### src/rtl/neuron_accumulator.sv
// Neuron membrane accumulator: saturating sum of a frame, bias add, threshold fire.
// Optional NEURON_LEAK_EN: leaky integrate, next frame starts at sum>>1 or 0 after a spike.
module neuron_add16 (
  input  logic [15:0] i_a,
  input  logic [15:0] i_b,
  output logic [15:0] o_sum,
  output logic        o_co
);
  assign {o_co, o_sum} = {1'b0, i_a} + {1'b0, i_b};
endmodule

module neuron_accumulator #(
  parameter int unsigned NUM_INPUTS = 8,
  parameter logic [15:0] THRESHOLD  = 16'h0100
) (
  input  logic        clk,
  input  logic        rst_n,
  input  logic        in_valid,
  output logic        in_ready,
  input  logic [15:0] in_data,
  input  logic [15:0] bias,
  output logic        out_valid,
  input  logic        out_ready,
  output logic [15:0] out_sum,
  output logic        out_fire,
  output logic        out_sat
);
  typedef enum logic [1:0] {
    S_ACCUM,
    S_BIAS,
    S_OUT
  } state_t;

  localparam logic [7:0] LAST = 8'(NUM_INPUTS - 1);

  state_t      r_state;
  state_t      w_next;
  logic [15:0] r_acc;
  logic [7:0]  r_cnt;
  logic        r_sat;
  logic [15:0] r_sum;
  logic        r_fire;
  logic        r_osat;

  logic [15:0] w_b;
  logic [15:0] w_raw;
  logic        w_co;
  logic [15:0] w_sat_sum;
  logic        w_xfer;
  logic        w_last;
  logic [15:0] w_start;

  assign w_b = (r_state == S_BIAS) ? bias : in_data;

  neuron_add16 u_add (
    .i_a  (r_acc),
    .i_b  (w_b),
    .o_sum(w_raw),
    .o_co (w_co)
  );

  assign w_sat_sum = w_co ? 16'hFFFF : w_raw;
  assign in_ready  = (r_state == S_ACCUM);
  assign w_xfer    = in_valid & in_ready;
  assign w_last    = (r_cnt == LAST);
  assign out_valid = (r_state == S_OUT);
  assign out_sum   = r_sum;
  assign out_fire  = r_fire;
  assign out_sat   = r_osat;

`ifdef NEURON_LEAK_EN
  // Reset-after-spike, otherwise halve the previous membrane value
  assign w_start = r_fire ? 16'h0000 : {1'b0, r_sum[15:1]};
`else
  assign w_start = 16'h0000;
`endif

  always_comb begin
    w_next = r_state;
    unique case (r_state)
      S_ACCUM: if (w_xfer && w_last) w_next = S_BIAS;
      S_BIAS:  w_next = S_OUT;
      S_OUT:   if (out_ready) w_next = S_ACCUM;
      default: w_next = S_ACCUM;
    endcase
  end

  always_ff @(posedge clk or negedge rst_n) begin
    if (!rst_n) begin
      r_state <= S_ACCUM;
      r_acc   <= 16'h0000;
      r_cnt   <= 8'd0;
      r_sat   <= 1'b0;
      r_sum   <= 16'h0000;
      r_fire  <= 1'b0;
      r_osat  <= 1'b0;
    end else begin
      r_state <= w_next;
      unique case (r_state)
        S_ACCUM: begin
          if (w_xfer) begin
            r_acc <= w_sat_sum;
            r_sat <= r_sat | w_co;
            r_cnt <= w_last ? 8'd0 : r_cnt + 8'd1;
          end
        end
        S_BIAS: begin
          r_acc  <= w_sat_sum;
          r_sat  <= r_sat | w_co;
          r_sum  <= w_sat_sum;
          r_fire <= (w_sat_sum >= THRESHOLD);
          r_osat <= r_sat | w_co;
        end
        S_OUT: begin
          if (out_ready) begin
            r_acc <= w_start;
            r_sat <= 1'b0;
          end
        end
        default: ;
      endcase
    end
  end
endmodule

### config.mk
export PLATFORM = sky130hd
export DESIGN_NAME = neuron_accumulator
export DESIGN_NICKNAME = d
export VERILOG_FILES = /design/src/rtl/neuron_accumulator.sv
export SDC_FILE = /design/constraint.sdc
export NUM_CORES = 1
export LEC_CHECK = 0
export ABC_CLOCK_PERIOD_IN_PS = 9200
export BUFFER_PORTS_ARGS = -buffer_cell sky130_fd_sc_hd__buf_2
export CORE_ASPECT_RATIO = 0.5
export CORE_MARGIN = 2
export CORE_UTILIZATION = 40
export DETAILED_ROUTE_END_ITERATION = 16
export RECOVER_POWER = 100
export SYNTH_ARGS = -nofsm -noshare
export SYNTH_HDL_FRONTEND = slang
export SYNTH_HIERARCHICAL = 1
export SYNTH_SLANG_ARGS = --single-unit
### constraint.sdc
create_clock -name clk -period 9.2 [get_ports clk]
set_clock_uncertainty 0.05 [all_clocks]
set_input_delay 0.46 -clock clk [delete_from_list [all_inputs] [get_ports clk]]
set_output_delay 0.46 -clock clk [all_outputs]
set_load 0.02 [all_outputs]
[Word-level counts from Yosys, hierarchy flattened]
Cells that the tools add are included.
W data, S select, Z words.
Storage, ports and cells
  register bits: 45
  input port bits: 36
  output and inout port bits: 20
  word-level logic and storage cells: 36
Cells by class
  add/subtract/negate cells: 2
  magnitude comparators: 1
  equal/unequal tests: 6
  mux-type cells: 12
  bitwise operators: 2
  reductions and logical operators: 6
Operator list (count)
  $mux W16: 4
  $pmux W16 S3: 1
  $add A16 B16 Y17: 1
  $ge A16 B9 Y1 const B: 1
  $add A8 B1 Y8 const B: 1
  $eq A8 B3 Y1 const B: 1
  $mux W8: 1
  $ne A2 B1 Y1 const B: 3
  $pmux W2 S3: 1
  $mux W2: 2
  $reduce_and A2 Y1: 2
  $pmux W1 S3: 1
  $reduce_and A3 Y1: 1
  $reduce_bool A3 Y1: 1
  $eq A2 B1 Y1 const B: 1
  $eq A2 B2 Y1 const B: 1
  $logic_not A2 Y1: 1
  $mux W1: 2
  $and A1 B1 Y1: 1
  $logic_and A1 B1 Y1: 1
  $or A1 B1 Y1: 1

[Logic depth before layout (Yosys ltp)]
Gate-level depths: netlist (run 1).
  depth after elaboration: 6
  depth in mapped cells: 15
  mapped depth without buffers: 12

[Cells and area by module]
The synthesis (run 1) kept the hierarchy.
Modules (own cells, without submodules)
  neuron_accumulator: times used 1, cells each 180, area each 2006.9 um^2, seq. area each 1126.1 um^2
  neuron_add16: times used 1, cells each 110, area each 855.8 um^2, seq. area each 0.0 um^2

[Worst setup path after synthesis (run 1)]
No wires, ideal clock.
  path kind: reg-to-reg
  start: register r_state[0]
  end: register r_fire, in the netlist out_fire
  arrival time: 3.475 ns
  required time: 9.025 ns
  slack: 5.550 ns
  cell stages (with the launch flop): 16
  period minus slack after synthesis: 3.650 ns
  cell sequence: dfrtp_1 nand2b_1 clkbuf_1 buf_2 mux2_2 ha_1 fa_1 a21o_1 a221oi_2 o21ai_2 a21oi_2 o21ai_0 clkbuf_1 nor2_1 nand3_1 mux2_2
On the way
  longest elaborated chain between the ends: 5
RTL lines
  from (decl): line 36  | state_t r_state;
  from (signal assigned): line 98  | r_state <= w_next;
  $eq A2 B1 Y1: line 53  | assign w_b = (r_state == S_BIAS) ? bias : in_data;
  $mux W16: line 53
  named net w_b[0]: line 45  | logic [15:0] w_b;
  $add A16 B16 Y17: line 9  | assign {o_co, o_sum} = {1'b0, i_a} + {1'b0, i_b};
  named net w_co: line 47  | logic w_co;
  $mux W16: line 62  | assign w_sat_sum = w_co ? 16'hFFFF : w_raw;
  $ge A16 B9 Y1: line 111  | r_fire <= (w_sat_sum >= THRESHOLD);
  to (signal assigned): line 111
  to (decl): line 42  | logic r_fire;
The timed path passes the listed nets, and every way through them passes these cells.
A chain may end at the register's enable or synchronous reset.

[Final worst setup path (run 1)]
Ends and elaborated chain as after synthesis.

==> results.md, run 1 <==
* Violations in the final reports: max-capacitance violations, max-slew violations
* Full die area at 7890 sq um
* Worst-Margin Slew at 2.45 ns
* Type of the worst setup path: register to register
* Dpl hpwl at 4840 um
* Clk sinks at 45
* Crit. End Element: register
* Post-CTS Setup Inserts at 0
* Initial cell density of the core at 42.1%
* Fin. max-slew vios at 99
* CTS max path bufs at 2
* Maximum Capacitance Violations at 2
* Fin crit share at 62.7%
* Leak pwr at 0.00149 uW
* Clk network pwr share at 16.8%
* Placed cells at 420
* Final Non-Filler Cells at 428
* Worst min path class: input pin to register
* Root Buffer: clkbuf_16
* TritonCTS clock tree: yes
* CP Data Required Time at 9.32 ns
* Fin. Hold Viols at 0
* GP Congestion at 0.847
* Main synth FF type: dfrtp_1
* Cts bufs inserted at 5
* Crit path DAT at 5.89 ns
* # rows at 21
* Routed Antenna Nets at 0
* Register area share after synthesis at 39.3%
* Fin Hold WS at 0.367 ns
* # diodes at 0
* CP Max Fanout at 52
* Commonest non-fill, non-tap cells in the layout: 45 x dfrtp_1, 34 x buf_2, 24 x nand2_1, 24 x o21ai_0, 23 x clkbuf_1
* Async SR Flop Fraction at 100%
* Commonest non-fill, non-tap cell in the layout: dfrtp_1
* DR iter-0 viols at 162
* Fin crit period at 5.76 ns
* Switching Share at 45.1%
* Sw power at 566 uW
* Max_slew headroom at -63.6%
* Post-route DRC at 0
* Worst-skew pair later-pin latency at 0.29 ns
* Fmax at 0.173 GHz
* Int Pwr at 689 uW
* Syn nets at 344
* Startpoint Class: register
* Cells after synthesis at 290
* Number of global-route vias before repair at 2246
* Outcome: finished, violations left
* RSZ-0062 raised after global routing: false
* Chip Height at 63.8 um
* Max H-tree Level at 2
* IO Pins at 56
* Final setup violation count at 0
* WL final at 6550 um
* Synthesis warning total at 6
* Critical path launch point: r_state[0]
* Nets at 389
* Vias per cell at 5.35
* Hold path cells at 2
* Global-route usage over all layers at 17.9%
* Area growth from synthesis to layout at 15.7%
* Number of flops mapped to enable cells by yosys at 0
* Clock-pin slew on the worst setup and hold paths at 0.06 ns
* WL/cell at 15.3 um
* Cts hold-fix bufs at 0
* Max IR drop VDD at 0.131 mV
* FF+latch count, synth at 45
* Mapped cell area at 2860 sq um
* Sequential power share at 28.2%
* Post-cts resize count at 0
* DR vias at 2290
* Post-synthesis average cell area at 9.87 sq um
* Core Region at 6810 sq um
* Global route overflow at 0
* Pin count of the biggest net entering global routing at 53
* Pwr Density at 379 nW/um^2
* Worst hold start: out_ready
* Layout fillers at 664
* Setup TNS at 0 ns
* Reg2Reg Setup Slack at 3.44 ns
* Drt first pass iters at 4
* Comb pwr share at 55.0%
* Worst r2r path cells at 14
* Port Buf Inserts at 55
* DIE WIDTH at 124 um
* Post-synth cell types at 50
* Initial antenna violation count at 0
* First-pass GRT wire length at 11000 um
* R2r startpoint: r_state[0]
* Share of layout cells above drive strength 1 at 20.8%
## power groups by stage
stage	registers (uW)	logic, uW	clock network [uW]
final	354	690	211
after global routing	367	774	228
after CTS	354	708	217
after detailed placement	355	705	0
after global placement	353	692	0
after floorplan	390	496	0
## synthesized netlist by cell type, types with 3 or more instances
library cell,n,area (sq um)
a211oi_1,4,30.0
a21o_1,9,67.6
a21oi_1,6,30.0
and3_1,5,31.3
buf_2,9,45.0
clkbuf_1,9,33.8
dfrtp_1,45,1130
ha_1,17,213
inv_1,7,26.3
mux2_2,17,191
nand2_1,24,90.1
nand2b_1,4,25.0
nand3_1,4,20.0
nand4_1,7,43.8
nor2_1,21,78.8
nor2b_1,3,18.8
nor3_1,4,20.0
nor4_1,4,25.0
o211ai_1,3,22.5
o21ai_0,23,115
o2bb2ai_1,17,149
xnor2_1,11,96.3
xor2_1,4,35.0
## final timing paths
| kind | to |
|---|---|
| setup / recovery | out_fire |
| hold / removal | r_state[1] |
| setup reg to reg | out_fire |
| hold reg to reg | out_sum[6] |
| max in group asynchronous | r_acc[2] |
| min in group asynchronous | r_cnt[0] |
## worst max-delay path: stages, from the launching register on
cell	delay, ns
dfrtp_1	0.44
nand2b_2	0.09
clkbuf_1	1.47
mux2_2	0.45
ha_1	0.23
fa_1	0.42
a21o_1	0.22
a221oi_1	0.50
o21ai_0	0.34
a21oi_2	0.24
o21ai_0	0.11
clkbuf_1	0.36
nor2_1	0.32
nand3_1	0.13
mux2_2	0.27
## metrics by stage
step | setup slack, ns | area [sq um] | utilization (%) | total power (uW)
3_3_place_gp | 5.36 | 3180 | 46.7 | 1050
3_5_place_dp | 5.20 | 3180 | 46.7 | 1060
5_1_grt | 2.91 | 3310 | 48.7 | 1370
4_1_cts | 5.17 | 3360 | 49.3 | 1280
6_report | 3.44 | 3310 | 48.7 | 1260
2_1_floorplan | 5.55 | 2860 | - | 886
## routing by layer
metal	up-vias	track usage, %	wire length (um)
met1	1097	25.5	3350
li1	1156	-	-
met4	0	3.55	46
met3	5	5.09	333
met2	32	27.1	2820
met5	-	0	0
## layout make-up
class / instances / area (sq um) / area share (%)
multi-input cells: 219 / 1610 / 48.7
flip-flops and latches: 45 / 1130 / 34.0
repair buffers: 57 / 256 / 7.74
clock buffers: 6 / 139 / 4.19
well taps: 92 / 115 / 3.47
clock inverters: 2 / 37.5 / 1.13
inverters: 7 / 26.3 / 0.793
## logic make-up after synthesis
logic type / count (synthesis) / share of synthesized area [%]
compound gates: 85 / 22.0
simple gates: 84 / 15.2
fa+ha+maj: 18 / 8.13
buf+inv: 26 / 4.06
xor+xnor: 15 / 4.59
flops: 45 / 39.3
mux: 17 / 6.69
## state kept, by name (all words and copies together), names as in the netlist
register  flops
r_sat         1
r_acc        16
r_state       2
out_sum      16
out_fire      1
r_cnt         8
out_sat       1
(Power assumes the default switching activity.)
==> inputs of run 2 (changes only) <==
ABC_AREA = 1   (was unset)
ABC_CLOCK_PERIOD_IN_PS = 5500   (was 9200)
clock period = 5.5 ns   (was 9.2 ns; I/O delays follow)
==> results.md, run 2 <==
* DIE WIDTH at 129 um
* Reg-to-reg endpoint: out_fire
* Final Non-Filler Cells at 598
* Cts bufs inserted at 5
* Post-CTS Setup Inserts at 0
* GR peak layer: met1
* Outcome: finished, violations left
* Violations in the final reports: max-capacitance violations, max-slew violations
* FF+latch count, synth at 45
* Mapped cell area at 3100 sq um
* DR iter-0 viols at 105
* Reg2Reg Setup Slack at 1.27 ns
* Met3 usage at 4.37%
* Xor/xnor cell area share of the yosys netlist at 2.54%
* Crit. End Element: register
* Synthesis warning total at 6
* Largest area contributor in the netlist: dfrtp_1
* Final setup violation count at 0
* Synth top cells by count: 174 x nand2_1, 45 x dfrtp_1, 42 x nor2_1, 41 x inv_1, 33 x o21ai_1
* First-pass GRT wire length at 12400 um
* Clock-pin slew on the worst setup and hold paths at 0.06 ns
* Full die area at 8520 sq um
* Most frequent CP cell: nand2_1
* Maximum Capacitance Violations at 1
* Worst Hold End: r_state[1]
* Fmax at 0.236 GHz
* Crit path cell chain: nand2_1 > inv_1 > nand2_1 > nand2_1 > ha_1 > fa_1 > nand2_1 > nand2_1 > and2_0 > nand3_2 > nand3_1 > nand2_1 > nand2_1 > nor2_1 > nand2_1 > nor2_1 > a21oi_1
* Commonest non-fill, non-tap cells in the layout: 176 x nand2_1, 45 x dfrtp_1, 44 x nor2_1, 42 x inv_1, 35 x buf_2
* Worst-skew pair later-pin latency at 0.28 ns
* Synth top area cells: dfrtp_1 36%, nand2_1 21%, ha_1 6.9%
* Initial cell density of the core at 41.8%
* Routed Antenna Nets at 0
* Worst min path class: input pin to register
* Drt first pass iters at 4
* Largest family of logic cells by synthesized area: simple AND/OR/NAND/NOR gates
* Worst r2r path cells at 17
* Top-count cell post-synth: nand2_1
* GP Congestion at 0.828
* Register area share after synthesis at 36.3%
* Pin count of the biggest net entering global routing at 46
* Hold path cells at 2
* Worst-Margin Slew at 2.49 ns
* Fin. max-slew vios at 46
* Global route overflow at 0
* CTS max path bufs at 2
* # diodes at 0
* Area growth from synthesis to layout at 14.5%
* Number of flops mapped to enable cells by yosys at 0
* # rows at 22
* WL/cell at 12.6 um
* Pwr Density at 567 nW/um^2
* Synth top area share at 36.3%
* Top delay family on crit path: simple AND/OR/NAND/NOR gates
* Met2 usage at 27.5%
* Buf/Inv on CP at 1
* Placed cells at 590
* WL final at 7520 um
* Cells after synthesis at 450
* Leak pwr at 0.00193 uW
* Startpoint Class: register
* Worst hold start: out_ready
* Fin. Hold Viols at 0
* Fin crit period at 4.23 ns
* R2r startpoint: r_state[0]
* Max H-tree Level at 2
* Post-cts resize count at 0
* Syn nets at 504
* Fin crit share at 77.0%
* TritonCTS clock tree: yes
* Type of the worst setup path: register to register
* Max_slew headroom at -65.9%
* Slowest cell delay on critical path at 0.64 ns
* Post-synthesis average cell area at 6.90 sq um
* Port Buf Inserts at 55
* Async SR Flop Fraction at 100%
* Main synth FF type: dfrtp_1
* CP max stage cell: nand2_1
* Multiplexer share of the synthesized area at 0%
* Max IR drop VDD at 0.180 mV
* RSZ-0062 raised after global routing: false
* Nets at 555
* Chip Height at 66.3 um
* DR vias at 2853
* Simple-gate share of the synthesized area at 37.9%
* Crit path DAT at 4.34 ns
* Global-route usage over all layers at 18.7%
* Cts hold-fix bufs at 0
* Root Buffer: clkbuf_16
* Dpl hpwl at 5630 um
* Grt met1 use at 27.9%
* Commonest non-fill, non-tap cell in the layout: nand2_1
* CP Data Required Time at 5.61 ns
* Post-synth cell types at 29
* Core Region at 7430 sq um
* Clk sinks at 45
* Number of global-route vias before repair at 2548
* Setup TNS at 0 ns
* Post-route DRC at 0
* Share of layout cells above drive strength 1 at 12.7%
* Vias per cell at 4.77
* Initial antenna violation count at 0
* IO Pins at 56
* Synth Area in Compound Gates at 7.38%
* Adder-Cell Fraction of Synth Area at 7.50%
* CP Max Fanout at 27
[run 2: worst reg2reg max path, stage by stage (launching register included)]
cell	delay, ns
dfrtp_1	0.43
nand2_1	0.64
inv_1	0.57
nand2_1	0.16
nand2_1	0.07
ha_1	0.20
fa_1	0.40
nand2_1	0.09
nand2_1	0.07
and2_0	0.20
nand3_2	0.10
nand3_1	0.09
nand2_1	0.08
nand2_1	0.39
nor2_1	0.32
nand2_1	0.07
nor2_1	0.12
a21oi_1	0.07
[run 2: how the worst max path moves through the flow]
stage	from	to	slack [ns]	depth (start not counted)
2_1_floorplan	r_state[1]	out_sum[15]	2.88	18
3_3_place_gp	r_state[0]	out_fire	2.00	17
3_5_place_dp	r_state[0]	out_fire	1.86	17
4_1_cts	r_state[0]	out_fire	1.83	17
5_1_grt	r_state[0]	out_fire	0.79	17
6_report	r_state[0]	out_fire	1.27	17
[run 2: layout make-up]
type | instances | area [sq um]
clock buffers | 6 | 139
clock inverters | 2 | 37.5
fillers | 801 | 3880
inverters | 47 | 178
multi-input cells | 346 | 1690
flip-flops and latches | 45 | 1130
well taps | 96 | 120
repair buffers | 56 | 258
[run 2: logic make-up after synthesis]
kind of cell / Yosys count
AND/OR/NAND/NOR: 276
buffers and inverters: 59
flip-flops: 45
AO/OA/AOI/OAI: 43
adder cells (fa/ha/maj): 18
XOR/XNOR: 9
[run 2: routing by layer]
metal,part of all wire (%),up-vias,wire length [um]
li1,-,1513,-
met1,53,1288,4020
met2,41,48,3080
met3,5.1,4,383
met4,0.56,0,42
met5,0,-,0
[run 2: where the power goes]
| group | switching (uW) | internal [uW] | leakage, uW |
|---|---|---|---|
| Clock | 121 | 227 | 0.0000831 |
| Combinational | 712 | 366 | 0.00134 |
| Sequential | 115 | 474 | 0.000512 |
[run 2: per-stage QoR]
step	worst slack (ns)	util, %	total power [uW]	cell area (sq um)	hold slack (ns)
floorplan	2.88	-	1420	3100	-0.0706
global placement	2.00	46.1	1710	3420	0.420
detailed placement	1.86	46.1	1710	3420	0.430
CTS	1.83	48.5	2070	3600	0.156
global route	0.792	47.8	2210	3550	0.173
finish	1.27	47.8	2010	3550	0.167
